==> src/rtl/iq_pkg.sv <==
// iq_pkg: shared widths, amplitude coefficients and saturation helpers for the iq_* blocks.
package iq_pkg;
  localparam int DATA_WIDTH_DEF = 16;
  localparam int ACC_GUARD = 2;
  localparam int AMP_SH1 = 2;
  localparam int AMP_SH2 = 3;
  function automatic logic signed [31:0] sat_s(input logic signed [31:0] x, input int w);
    logic signed [31:0] hi, lo;
    hi = (32'sd1 <<< (w - 1)) - 32'sd1;
    lo = -hi - 32'sd1;
    return x > hi ? hi : x < lo ? lo : x;
  endfunction
  function automatic logic [31:0] sat_u(input logic [31:0] x, input int w);
    logic [31:0] hi;
    hi = (32'd1 << w) - 32'd1;
    return x > hi ? hi : x;
  endfunction
endpackage

==> src/rtl/amp_est.sv <==
// amp_est: max + 3/8 min magnitude estimate over two pipeline stages, with I/Q carried alongside.
module amp_est import iq_pkg::*; #(
  parameter int DATA_WIDTH = DATA_WIDTH_DEF
) (
  input  logic                         clk,
  input  logic                         rst_n,
  input  logic                         ce,
  input  logic                         clr,
  input  logic                         valid_in,
  input  logic signed [DATA_WIDTH-1:0] i_in,
  input  logic signed [DATA_WIDTH-1:0] q_in,
  output logic signed [DATA_WIDTH-1:0] i_out,
  output logic signed [DATA_WIDTH-1:0] q_out,
  output logic        [DATA_WIDTH-1:0] amp,
  output logic                         valid_out,
  output logic                         clip
);
  logic [DATA_WIDTH-1:0] ai, aq, mx, mn;
  logic signed [DATA_WIDTH-1:0] i2, q2;
  logic v2;
  logic [DATA_WIDTH:0] sum;
  // |-2^(W-1)| wraps to 2^(W-1), which is exact when read as unsigned
  always_comb begin
    ai = i_in[DATA_WIDTH-1] ? ~i_in + 1'b1 : i_in;
    aq = q_in[DATA_WIDTH-1] ? ~q_in + 1'b1 : q_in;
    sum = {1'b0, mx} + {1'b0, mn >> AMP_SH1} + {1'b0, mn >> AMP_SH2};
    clip = ce & ~clr & v2 & (sat_u(32'(sum), DATA_WIDTH) != 32'(sum));
  end
  always_ff @(posedge clk or negedge rst_n) begin
    if (!rst_n) begin
      mx <= '0;
      mn <= '0;
      i2 <= '0;
      q2 <= '0;
      v2 <= 1'b0;
      i_out <= '0;
      q_out <= '0;
      amp <= '0;
      valid_out <= 1'b0;
    end else if (ce) begin
      v2 <= valid_in & ~clr;
      valid_out <= v2 & ~clr;
      if (valid_in && !clr) begin
        mx <= ai >= aq ? ai : aq;
        mn <= ai >= aq ? aq : ai;
        i2 <= i_in;
        q2 <= q_in;
      end
      if (v2 && !clr) begin
        i_out <= i2;
        q_out <= q2;
        amp <= DATA_WIDTH'(sat_u(32'(sum), DATA_WIDTH));
      end
    end
  end
endmodule

==> src/rtl/iq_4sum.sv <==
// iq_4sum: 4-sample sliding I/Q sums with amplitude estimate, timed to feed iq_analyse.
module iq_4sum import iq_pkg::*; #(
  parameter int DATA_WIDTH = DATA_WIDTH_DEF,
  parameter int SUM_SHIFT = 2
) (
  input  logic                         clk,
  input  logic                         rst_n,
  input  logic                         ce,
  input  logic                         strobe_in,
  input  logic                         clr,
  input  logic signed [DATA_WIDTH-1:0] I_in,
  input  logic signed [DATA_WIDTH-1:0] Q_in,
  output logic signed [DATA_WIDTH-1:0] I_4sum,
  output logic signed [DATA_WIDTH-1:0] Q_4sum,
  output logic        [DATA_WIDTH-1:0] Amp_4sum,
  output logic                         strobe_out,
  output logic                         ovf
);
  localparam int AW = DATA_WIDTH + ACC_GUARD;
  logic signed [DATA_WIDTH-1:0] hist_i [4];
  logic signed [DATA_WIDTH-1:0] hist_q [4];
  logic signed [AW-1:0] acc_i, acc_q, sh_i, sh_q;
  logic signed [DATA_WIDTH-1:0] i1, q1;
  logic [2:0] fill;
  logic take, v0, v1, clip_s, amp_clip, so_r;
  always_comb begin
    take = ce & strobe_in & ~clr;
    sh_i = acc_i >>> SUM_SHIFT;
    sh_q = acc_q >>> SUM_SHIFT;
    clip_s = v0 & ((sat_s(32'(sh_i), DATA_WIDTH) != 32'(sh_i)) | (sat_s(32'(sh_q), DATA_WIDTH) != 32'(sh_q)));
  end
  // stage 0: history shift and running sum, valid only once the window is full
  always_ff @(posedge clk or negedge rst_n) begin
    if (!rst_n) begin
      for (int k = 0; k < 4; k++) begin
        hist_i[k] <= '0;
        hist_q[k] <= '0;
      end
      acc_i <= '0;
      acc_q <= '0;
      fill <= '0;
      v0 <= 1'b0;
    end else if (ce) begin
      if (clr) begin
        for (int k = 0; k < 4; k++) begin
          hist_i[k] <= '0;
          hist_q[k] <= '0;
        end
        acc_i <= '0;
        acc_q <= '0;
        fill <= '0;
        v0 <= 1'b0;
      end else begin
        v0 <= take & (fill >= 3'd3);
        if (take) begin
          hist_i <= '{I_in, hist_i[0], hist_i[1], hist_i[2]};
          hist_q <= '{Q_in, hist_q[0], hist_q[1], hist_q[2]};
          acc_i <= acc_i + AW'(I_in) - AW'(hist_i[3]);
          acc_q <= acc_q + AW'(Q_in) - AW'(hist_q[3]);
          fill <= fill == 3'd4 ? fill : fill + 3'd1;
        end
      end
    end
  end
  // stage 1: scale and clip to the output range; ovf is sticky until clr
  always_ff @(posedge clk or negedge rst_n) begin
    if (!rst_n) begin
      i1 <= '0;
      q1 <= '0;
      v1 <= 1'b0;
      ovf <= 1'b0;
    end else if (ce) begin
      v1 <= v0 & ~clr;
      ovf <= clr ? 1'b0 : ovf | clip_s | amp_clip;
      if (v0 && !clr) begin
        i1 <= DATA_WIDTH'(sat_s(32'(sh_i), DATA_WIDTH));
        q1 <= DATA_WIDTH'(sat_s(32'(sh_q), DATA_WIDTH));
      end
    end
  end
  amp_est #(.DATA_WIDTH(DATA_WIDTH)) u_amp (
    .clk(clk),
    .rst_n(rst_n),
    .ce(ce),
    .clr(clr),
    .valid_in(v1),
    .i_in(i1),
    .q_in(q1),
    .i_out(I_4sum),
    .q_out(Q_4sum),
    .amp(Amp_4sum),
    .valid_out(so_r),
    .clip(amp_clip)
  );
  // a pending pulse stays registered through a ce pause and is shown once ce returns
  assign strobe_out = so_r & ce;
endmodule

==> config.mk <==
export PLATFORM = sky130hd
export DESIGN_NAME = iq_4sum
export DESIGN_NICKNAME = d
export VERILOG_FILES = /design/src/rtl/iq_pkg.sv /design/src/rtl/amp_est.sv /design/src/rtl/iq_4sum.sv
export SDC_FILE = /design/constraint.sdc
export NUM_CORES = 1
export LEC_CHECK = 0
export ABC_AREA = 1
export CAP_MARGIN = 20
export CORE_MARGIN = 2
export CORE_UTILIZATION = 50
export DETAILED_ROUTE_END_ITERATION = 10
export PLACE_DENSITY = 0.64
export SETUP_SLACK_MARGIN = 0.1
export SYNTH_ARGS = -nofsm -noshare
export SYNTH_HDL_FRONTEND = slang
export SYNTH_SLANG_ARGS = --single-unit
==> constraint.sdc <==
create_clock -name clk -period 2.76 [get_ports clk]
set_input_delay 0.552 -clock clk [delete_from_list [all_inputs] [get_ports clk]]
set_output_delay 0.552 -clock clk [all_outputs]
set_load 0.005 [all_outputs]
==> out/summary.md, run 1 <==
Summed over all nets, the half-perimeter wirelength after detailed placement is 30300 um. Reg-to-reg startpoint: q1[2]. Data arrives at the worst endpoint at 3.15 ns. The tools report the startpoint of the worst setup timing path as q1[2]. For the number of hold violations in the final report, the log shows 0. The min-delay analysis places its worst path in the category input pin to asynchronous set/reset pin. The run finished with clean final reports. For the sequential fraction of the synthesis area, the log shows 0.446.

TritonCTS built the clock tree. For the number of antenna violations at the first check in global routing, the log shows 0. The number of clock buffers added by TritonCTS is 35.

The final clock period utilization by the worst path is 0.993, and the die span in x is 192 um. The longest clock path from root to sink contains 3 buffers. In this run the worst path has a maximum fanout of 6. The logs give 34600 um^2 for the placeable core region and 11.1 nW for the leakage component of the power.

CTS placed an instance of sky130_fd_sc_hd__clkbuf_16 at the clock tree root. For this run, the post-layout net count is 2495. The run gives 70200 um as the first-pass GRT wire length. Required time of the worst setup path: 3.17 ns. The share of synthesized flip-flops with an asynchronous set or reset is 1.00, and the number of max-slew violations in the final report is 0. The tools report the nature of the critical path endpoint as a flop. The logs give 0 for the count of nets left with antenna violations after detail routing and 314 for the count of clock tree sinks.

After clock tree synthesis, the clock-pin slew on the worst setup and hold paths is 0.06 ns. Input and output buffers added on the ports amount to 86. The library cell occupying the most area in the post-synthesis netlist was sky130_fd_sc_hd__dfrtp_1.

The count of H-tree levels built during CTS is 2, and the floorplan die area is 36800 um^2. For the final clock skew, the log shows 0.0167 ns. In this run the mean area of a mapped cell was 8.42 um^2. The die span in y works out to 192 um. After detailed routing, the number of vias per cell comes to 5.07. The final RePlAce weighted congestion was 0.897. At the later pin of the worst-skew pair, clock insertion delay measures 0.53 ns.

The number of enable-type register cells in the synthesized netlist is 0, and the number of iterations in the first detailed-routing pass is 6. After synthesis, the cell types taking the most area are sky130_fd_sc_hd__dfrtp_1 45%, sky130_fd_sc_hd__nand2_1 13%, sky130_fd_sc_hd__inv_1 7.5%, sky130_fd_sc_hd__fa_1 5.5%, sky130_fd_sc_hd__ha_1 5.3%. After detailed routing, the average wire length per cell comes to 15.1 um. The tools report the post-layout utilization of the core as 0.634.

Static timing analysis puts the maximum clock frequency at 365 MHz. The maximum VDD drop is 0.000557 V, and the number of flip-flops and latches in the synthesized netlist is 314. The share of final-layout standard cells stronger than drive strength 1 was 0.200. The initial standard-cell utilization of the core is 0.509. In this run, placement finished with an instance count of 2716.

The number of antenna diodes in the final layout is 0. The layout has 3045 filler cells. The number of global-route vias before repair came out at 14300.

The total vias in the final route came out at 14300. Counting instances in the post-synthesis netlist gives the leading cell types as 600 x sky130_fd_sc_hd__nand2_1, 351 x sky130_fd_sc_hd__inv_1, 314 x sky130_fd_sc_hd__dfrtp_1. Final critical-path required period: 2.74 ns. By instance count, the leading cell after synthesis is sky130_fd_sc_hd__nand2_1. The final wirelength was 42400 um.

The power per unit of standard cell area was 1110 nW/um^2. For this run, the number of Yosys warnings is 0. Once layout is complete, the cells apart from fillers number 2814.

After floorplanning, the core was divided into 68 placement rows. For this design, the CTS-stage hold fixing added 0 buffers. The tools report the top-level port count as 87. Most used flip-flop cell after synthesis: sky130_fd_sc_hd__dfrtp_1. Setup repair after global routing could not meet its margin everywhere. The setup violation total in the final timing report is 0, and the net count after synthesis is 2253. The worst slew margin relative to its limit is 0.521, and the post-detailed-route DRC marker count is 0. The start-to-end type of the worst setup path was flop to flop.

The total global routing overflow is 0, and the number of library cell types mapped by synthesis is 42. STA classifies the critical path startpoint as a flop. The largest net degree at the start of global routing was 87. The area growth from synthesis to layout is 24.6%.

For the pin with the worst max-slew slack, the measured transition is 0.719 ns. In this run, the number of DRC markers left after iteration 0 of detailed routing was 717. The logs give 17600 um^2 for the mapped cell area and 0.02 ns for the minimum setup slack among reg-to-reg paths.

The logs give 0 for the count of maximum capacitance violations and 0.238 for the overall fraction of global-route tracks in use. The number of standard cells after synthesis is 2094, and the area share of the largest cell type after synthesis is 0.446.
[metrics by stage]
step	hold WS, ns	setup TNS, ns	setup slack, ns	cell area, um^2	power [mW]
final	0.0493	0	0.0200	22000	24.3
after global routing	0.104	-1.93	-0.0937	22000	26.3
after CTS	0.0650	0	0.0948	21500	23.0
after detailed placement	0.458	-8.73	-0.304	20000	17.2
after global placement	0.453	-6.46	-0.311	20000	17.0
after floorplan	0.256	0	0.325	17600	13.2
[kinds of logic after synthesis]
group / after synthesis / share of synthesized area
and+or+nand+nor: 834 / 0.193
buffers and inverters: 429 / 0.100
AOI/OAI and AO/OA: 374 / 0.143
DFF: 314 / 0.446
adders and majority gates: 122 / 0.107
xor gates and xnor gates: 21 / 0.0104
[where the power goes]
group	internal (mW)	switching, mW
clock	2.66	1.86
combinational	6.04	8.01
sequential	5.29	0.480
[layer usage]
layer  GRT usage  wire length, um
met5           0                0
met1       0.324            20000
met4      0.0751             1200
met3      0.0331             1670
met2       0.395            19500
[cell usage in the layout (no fill, tap or decap), drive strengths merged, types with 8 or more instances in the layout]
cell,n
or2,13
xor2,16
buf,191
fa,48
a21boi,9
inv,358
a21oi,72
nor2,92
clkbuf,55
clkdlybuf4s50,85
nand4,8
nand2,601
o21ai,168
ha,74
dfrtp,314
nand3,108
o22ai,110
[registers in the layout, summed over array words and instances, names as in the netlist, 18 cells and up]
| name | count |
|---|---|
| hist_i | 64 |
| hist_q | 64 |
| acc_i | 18 |
| acc_q | 18 |
[final timing paths]
check | to | depth (start not counted)
max | u_amp.mx[13] | 19
min | u_amp.q_out[0] | 1
max reg2reg | u_amp.mx[13] | 19
min reg2reg | u_amp.i_out[3] | 2
max in group asynchronous | i1[8] | 2
min in group clk | u_amp.i_out[3] | 2
[cell type report]
type | count | area, um^2 | share of cell area
clock buffers | 55 | 1070 | 0.0489
clock inverters | 5 | 32.5 | 0.00148
inverters | 358 | 1350 | 0.0615
multi-input cells | 1351 | 8560 | 0.390
flip-flops and latches | 314 | 7870 | 0.358
well taps | 455 | 569 | 0.0259
repair buffers | 276 | 2520 | 0.115
[critical path, cell delays in order (launching register included)]
cell                      delay (ns)
sky130_fd_sc_hd__dfrtp_1        0.42
sky130_fd_sc_hd__nor2_2         0.19
sky130_fd_sc_hd__nand2_2        0.12
sky130_fd_sc_hd__buf_4          0.15
sky130_fd_sc_hd__nand2_2        0.06
sky130_fd_sc_hd__nand2_1        0.06
sky130_fd_sc_hd__xor2_1         0.18
sky130_fd_sc_hd__inv_2          0.10
sky130_fd_sc_hd__ha_4           0.24
sky130_fd_sc_hd__nand2_1        0.06
sky130_fd_sc_hd__a21oi_1        0.07
sky130_fd_sc_hd__nor2_2         0.10
sky130_fd_sc_hd__nand2_1        0.08
sky130_fd_sc_hd__nand2_2        0.08
sky130_fd_sc_hd__nand2_2        0.07
sky130_fd_sc_hd__nor2_4         0.25
sky130_fd_sc_hd__buf_6          0.18
sky130_fd_sc_hd__nand2_2        0.05
sky130_fd_sc_hd__nand3_2        0.09
sky130_fd_sc_hd__nand2_1        0.07
[what timing repair did]
| action | in CTS | in global routing |
|---|---|---|
| cloned | 3 | 1 |
| endpoints found under the setup margin | 30 | 56 |
| buffers inserted | 18 | 16 |
| gates resized for setup | 80 | 90 |
| pin swaps | 24 | 28 |
Power figures use the tool's default switching activity.
==> run 2, diff against run 1 <==
Settings changed: CTS_CLUSTER_DIAMETER set to 60.
==> run 2 against run 1 <==
  * Register-to-register slack better by 0.02 ns
  * Worst setup slack better by 0.020 ns
  * Routed wire length rose by 0.49%
  * Final area is 1.1% higher
  * Final cell count up 0.14%
  * Hold slack got worse by 0.0030 ns
  * Fmax up 0.75%
  * Critical endpoint unchanged
==> out/summary.md, run 2 (same netlist as run 1, synthesis figures left out) <==
The flow ran to the end, and the final reports show no timing, DRC or antenna violations. For this design, the slowest cell found on the critical path is sky130_fd_sc_hd__dfrtp_1. The number of hold violations in the final report is 0. Setup repair after global routing could not meet its margin everywhere.

Hold timing on the final database bottoms out at a slack of 0.0463 ns. The congestion estimate from routability-driven global placement came to 0.897. For the insertion delay of the later-clocked pin in the worst-skew pair, the log shows 0.54 ns. Internal power contribution: 14.8 mW. The H-tree was split into 2 levels.

The clock period could shrink to 2.72 ns. For the worst setup path, the data arrival time is 3.14 ns. The first global-routing pass estimated 70100 um of wire. The share of final-layout standard cells stronger than drive strength 1 came out at 0.211. The clock passes through at most 3 buffers.

Together, buffers and inverters on the worst path number 2. For this run, the top clock speed supported by timing is 368 MHz. At the worst endpoint, the required time is 3.18 ns.

The library cell used most frequently in the layout, excluding fill and tap cells, is sky130_fd_sc_hd__nand2_1. Using the TritonRoute via totals, the vias-per-cell ratio works out to 5.09. The count of nets left with antenna violations after detail routing came out at 0.

Count of clock tree sinks: 314. For the sum of negative setup slack, the log shows 0 ns. The final clock period utilization by the worst path is 0.985. The number of CTS-inserted buffers came out at 38.

Entering global routing, the biggest net connects 87 pins. The signal on the critical path passes through inv_2, ha_4, nand2_8, o21ai_0, xor2_1, ha_1, nand2_2, nor2_4, nand2_2, nand2_1, nand2_2, nand2_2, nor2_4, buf_6, nand2_2, nand3_2, nand2_1. The clock power share is 0.182, and the initial standard-cell utilization of the core is 0.509. TritonCTS built the clock tree. The logs give 68 for the total number of placement rows and 0 for the number of max-slew violations in the final report. The cell that appears most often on the critical path is sky130_fd_sc_hd__nand2_2. The analysis attributes to cell leakage a power of 11.2 nW. Worst-path maximum fanout: 6. The DRC violation total after the first TritonRoute iteration is 822, and the delay of the slowest cell on the worst path is 0.39 ns. The worst setup path is launched from a flop.

The relative contribution of combinational cells to total power was 0.594. The floorplan step defined a core boundary enclosing 34600 um^2. For this run the aggregate overflow at the end of global routing stands at 0.

The tools report the sequential power share as 0.224. The post-detailed-route DRC marker count came out at 0. The worst slew margin relative to its limit is 0.517, and the maximum VDD drop is 0.00107 V. For the top-level port count, the log shows 87.

The final wirelength was 42600 um. The largest registers in the layout are hist_i x64, hist_q x64. The tools report the overall fraction of global-route tracks in use as 0.238. The number of antenna diodes in the final layout is 0.

The switching power as a share of total power was 0.425. Between clock sinks in the finished design, the worst skew comes to 0.0301 ns. The worst setup path is of the flop to flop kind. Measured along the y axis, the die boundary spans 192 um. The layout overhead on the synthesized area was 25.9%. The post-layout utilization of the core was 0.641. The tools report the nature of the critical path endpoint as a flop. The net switching power figure came out at 10.9 mW. Die span in x: 192 um. For the number of iterations in the first detailed-routing pass, the log shows 5. The library cells used most frequently in the layout, excluding fill and tap cells, are 551 x sky130_fd_sc_hd__nand2_1, 331 x sky130_fd_sc_hd__inv_1, 308 x sky130_fd_sc_hd__dfrtp_1, 159 x sky130_fd_sc_hd__buf_4, 142 x sky130_fd_sc_hd__o21ai_0.

The tools report the total vias in the final route as 14300. The number of global-route vias before repair came out at 14200. The net count of the finished layout is 2499.

The largest delay contributor family on the critical path is simple AND/OR/NAND/NOR gates. The cell sitting at the root of the clock tree is a sky130_fd_sc_hd__clkbuf_16. Type of the tightest min-delay check: input pin to asynchronous set/reset pin. The setup violation total in the final timing report is 0, and the number of antenna violations at the first check in global routing is 0. The per-cell routed wire length was 15.1 um; the sum of net half-perimeters after detailed placement was 30300 um. For this design the ratio of total power to cell area is 1160 nW/um^2. Max-cap violations in this run came to 0. The setup check on the worst reg-to-reg path leaves a slack of 0.04 ns. Number of buffer cells added on primary ports: 86.

After clock tree synthesis, the clock-pin slew on the worst setup and hold paths is 0.06 ns. The floorplan step defined a die boundary enclosing 36800 um^2. At the pin with the least slew margin, the transition time is 0.724 ns.
run 2: cell types whose count changed in the layout (fill, tap and decap cells not counted), sizes merged:
cell / delta
inv: +4
clkinvlp: -2
buf: -1
clkinv: +3
run 2: area by class of cell:
type	count	area, um^2
sequential	314	7870
fill	3002	12400
multi-input combinational	1351	8660
inverter	358	1360
tap	455	569
timing repair buffer	277	2580
clock inverter	10	80.1
clock buffer	53	1090
run 2: through the flow:
step                      cells  worst slack (ns)  total power [mW]  cell area, um^2
final                      2818            0.0404              25.8            22200
after global routing       2818           -0.0975              27.8            22200
after CTS                  2799            0.0900              23.2            21600
after detailed placement   2716            -0.304              17.2            20000
after global placement     2716            -0.311              17.0            20000
after floorplan            2094             0.325              13.2            17600
run 2: metal layers:
metal / global-route usage / routed length [um] / vias up / share of wire
met1: 0.325 / 20100 / 6877 / 0.47
met4: 0.0746 / 1130 / 0 / 0.027
met5: 0 / 0 / - / 0
met3: 0.0316 / 1530 / 80 / 0.036
li1: - / - / 7144 / -
met2: 0.393 / 19800 / 246 / 0.46
run 2: final timing paths:
kind,endpoint,depth (start not counted),startpoint
max reg2reg,u_amp.mx[13],17,i1[1]
max,u_amp.mx[13],17,i1[1]
min in group clk,u_amp.i_out[0],2,u_amp.i_out[0]
min reg2reg,u_amp.i_out[0],2,u_amp.i_out[0]
min,u_amp.q_out[0],1,rst_n
max in group asynchronous,i1[8],2,rst_n
run 2: power by group through the flow:
stage	sequential (mW)	combinational (mW)	clock, mW
after floorplan	5.73	7.51	0
after global placement	5.80	11.2	0
after detailed placement	5.83	11.4	0
after CTS	5.77	12.6	4.81
after global routing	5.86	16.9	5.01
final	5.77	15.3	4.70
run 2: timing repair:
item	in CTS	in global routing
gates resized for setup	79	124
endpoints found under the setup margin	30	53
hold buffers	0	0
cloned	3	5
buffers inserted	17	14
pin swaps	26	35
==> run 3, diff against run 2 <==
Settings changed: TNS_END_PERCENT set to 1.
==> run 3 against run 2 <==
  * Final area down 1.8%
  * Sequential share of layout area rose by 0.63 points
  * Largest power group unchanged
  * Sequential power is essentially flat
  * Routed wire length is 1.8% lower
  * Hold slack better by 0.0011 ns
  * Critical endpoint unchanged
  * Non-clock buffer count shrank 10
==> out/summary.md, run 3 (same netlist as run 1, synthesis figures left out) <==
The routed design has 41800 um of wire. The most prevalent standard cell on the critical path is sky130_fd_sc_hd__nand2_2. In this run the number of H-tree levels came out at 2.

The number of buffer cells added on primary ports came out at 86. The run gives 314 as the count of clock tree sinks. The run gives -0.304 ns as the worst setup timing slack at the placement stage. Setup repair after global routing could not meet its margin everywhere. The type of the tightest min-delay check is input pin to asynchronous set/reset pin. The die span in y is 192 um, and the buffer depth of the longest clock path is 3. Using the TritonRoute via totals, the vias-per-cell ratio works out to 5.06.

The tools report the largest net degree at the start of global routing as 87. Along the worst path, the maximum fanout reaches 6. In this run the power density over the cells is 1100 nW/um^2. Traced cell by cell, the critical path runs through nor2_2, nand2_2, nor2_4, nor2_1, xor2_1, inv_1, ha_4, a21o_1, nor2_1, nand2_1, nand2_2, nand2_2, nor2_4, buf_6, nand2_2, nand3_2, nand2_1.

The nature of the critical path endpoint was a flop. The post-layout utilization of the core was 0.630; the area occupied by registers was 7860 um^2. Slew of the pin with the lowest slew margin: 0.725 ns. The share of final-layout standard cells stronger than drive strength 1 was 0.183. The area growth from synthesis to layout is 23.7%. In the final design database the tool counted 2489 nets. During I/O placement, the number of pins put on the boundary was 87.

Across all setup checks in the final design, the least slack found is 0.0435 ns. At the later pin of the worst-skew pair, clock insertion delay measures 0.54 ns. The number of clock buffers added by TritonCTS is 38.

The start-to-end type of the worst setup path is flop to flop. The floorplan step defined a die boundary enclosing 36800 um^2. The number of hold buffers added after CTS was 0.

The worst setup path is launched from a flop. The first-pass GRT wire length was 70100 um; the number of fill cells in the layout was 3048. The final clock period utilization by the worst path is 0.984, and the count of maximum capacitance violations is 0. The logs give 0 for the total global routing overflow and 0.04 ns for the minimum setup slack among reg-to-reg paths.

The tools report the number of antenna violations at the first check in global routing as 0. The number of max-slew violations in the final report was 0. The run finished with clean final reports. DRC violation total after the first TritonRoute iteration: 737.

The tools report the root buffer cell as sky130_fd_sc_hd__clkbuf_16. STA puts the critical path data arrival time at 3.13 ns. The initial standard-cell utilization of the core was 0.509. In the final layout, the registers with the most flip-flops are hist_i x64, hist_q x64.

The post-CTS clock slew at the launch and capture registers of the worst setup and hold paths is 0.06 ns. The cell type of the slowest stage on the worst timing path was sky130_fd_sc_hd__dfrtp_1. The number of hold violations in the final report was 0; the final clock skew was 0.0303 ns. The required time of the worst setup path is 3.17 ns. Before antenna repair, the detailed router went through 5 iterations. The overall fraction of global-route tracks in use was 0.238; the maximum VDD drop was 0.000628 V. The detail route stage leaves a number of antenna-violating nets equal to 0. The logs give 0.897 for the final RePlAce weighted congestion and 14200 for the number of global-route vias before repair.

The logs give 0.516 for the worst slew margin relative to its limit and 14200 for the total vias in the final route. Static timing analysis puts the maximum clock frequency at 368 MHz. TritonCTS built the clock tree.

Summed over all failing endpoints, the final setup total negative slack is 0 ns. Final critical-path required period: 2.72 ns. Setup violations remaining at the end of the flow were counted as 0. After detailed routing, the number of remaining DRC violations is 0. Leaving out fill and tap cells, the most frequent cells in the layout are 576 x sky130_fd_sc_hd__nand2_1, 334 x sky130_fd_sc_hd__inv_1, 309 x sky130_fd_sc_hd__dfrtp_1, 157 x sky130_fd_sc_hd__buf_4, 148 x sky130_fd_sc_hd__o21ai_0.

The die span in x works out to 192 um. The run gives 34600 um^2 as the placeable core region. 0 antenna diodes ended up in the layout. On the worst path, the slowest cell contributes a delay of 0.42 ns. The tools report the leakage component of the power as 11.1 nW. The library cell used most frequently in the layout, excluding fill and tap cells, is sky130_fd_sc_hd__nand2_1. Dividing the detail-routed wire length by the instance count gives 14.9 um.

In the final layout, the multi-input gates occupy 8410 um^2. The total number of placement rows is 68. For the sum of net half-perimeters after detailed placement, the log shows 30300 um.
==> run 3: cell count changes in the layout (fill, tap and decap cells not counted), moves of 4 or more <==
cell,delta
sky130_fd_sc_hd__a21oi_1,+5
sky130_fd_sc_hd__o21ai_1,-5
sky130_fd_sc_hd__buf_6,-6
sky130_fd_sc_hd__nand3_2,-8
sky130_fd_sc_hd__a21oi_2,-4
sky130_fd_sc_hd__o21ai_0,+6
sky130_fd_sc_hd__nand2_2,-23
sky130_fd_sc_hd__nand2_1,+25
sky130_fd_sc_hd__nand3_1,+11
==> run 3: metrics by stage <==
| step | cell area (um^2) | std cells | hold WS [ns] | total power, mW |
|---|---|---|---|---|
| floorplan | 17600 | 2094 | 0.256 | 13.2 |
| finish | 21800 | 2808 | 0.0474 | 24.0 |
| global route | 21800 | 2808 | 0.101 | 26.0 |
| detailed placement | 20000 | 2716 | 0.458 | 17.2 |
| CTS | 21600 | 2799 | 0.0648 | 23.2 |
| global placement | 20000 | 2716 | 0.453 | 17.0 |
==> run 3: timing repair <==
| action | CTS | global route |
|---|---|---|
| setup buffers | 17 | 8 |
| gates resized for setup | 78 | 44 |
| endpoints found under the setup margin | 30 | 53 |
| pin swaps | 26 | 20 |
| cloned | 3 | 1 |
==> run 3: where the power goes <==
| part | total (mW) | internal (mW) | leakage, nW | switching (mW) |
|---|---|---|---|---|
| logic | 13.5 | 5.88 | 6.26 | 7.65 |
| registers | 5.76 | 5.29 | 4.24 | 0.478 |
| clock network | 4.70 | 2.76 | 0.574 | 1.94 |
==> run 3: path summary, 6_finish.rpt <==
kind	startpoint	endpoint	depth (start not counted)
worst max-delay path	q1[2]	u_amp.mx[13]	17
worst min-delay path	rst_n	u_amp.q_out[0]	1
worst max register to register	q1[2]	u_amp.mx[13]	17
worst min register to register	u_amp.i_out[0]	u_amp.i_out[0]	2
max in group asynchronous	rst_n	i1[8]	2
min in group clk	u_amp.i_out[0]	u_amp.i_out[0]	2
==> run 3: worst max-delay path, delay by kind of cell (launching register included) <==
family                     cells  cell delay [ns]
and+or+nand+nor               12             1.33
xor gates and xnor gates       1             0.15
adders and majority gates      1             0.23
AOI/OAI and AO/OA              1             0.16
DFF                            1             0.42
buffers and inverters          2             0.31
==> run 3: cell type report <==
| cell class | instances | area share |
|---|---|---|
| clock buffers | 53 | 0.0499 |
| multi-input cells | 1351 | 0.386 |
| repair buffers | 267 | 0.112 |
| inverters | 358 | 0.0620 |
| well taps | 455 | 0.0261 |
| flip-flops and latches | 314 | 0.361 |
| clock inverters | 10 | 0.00367 |
==> run 3: per-layer routing <==
metal | GRT usage | vias up | routed length [um]
met5 | 0 | - | 0
met4 | 0.0746 | 0 | 1150
met3 | 0.0316 | 75 | 1360
met2 | 0.393 | 216 | 19300
met1 | 0.325 | 6807 | 20000
li1 | - | 7118 | -
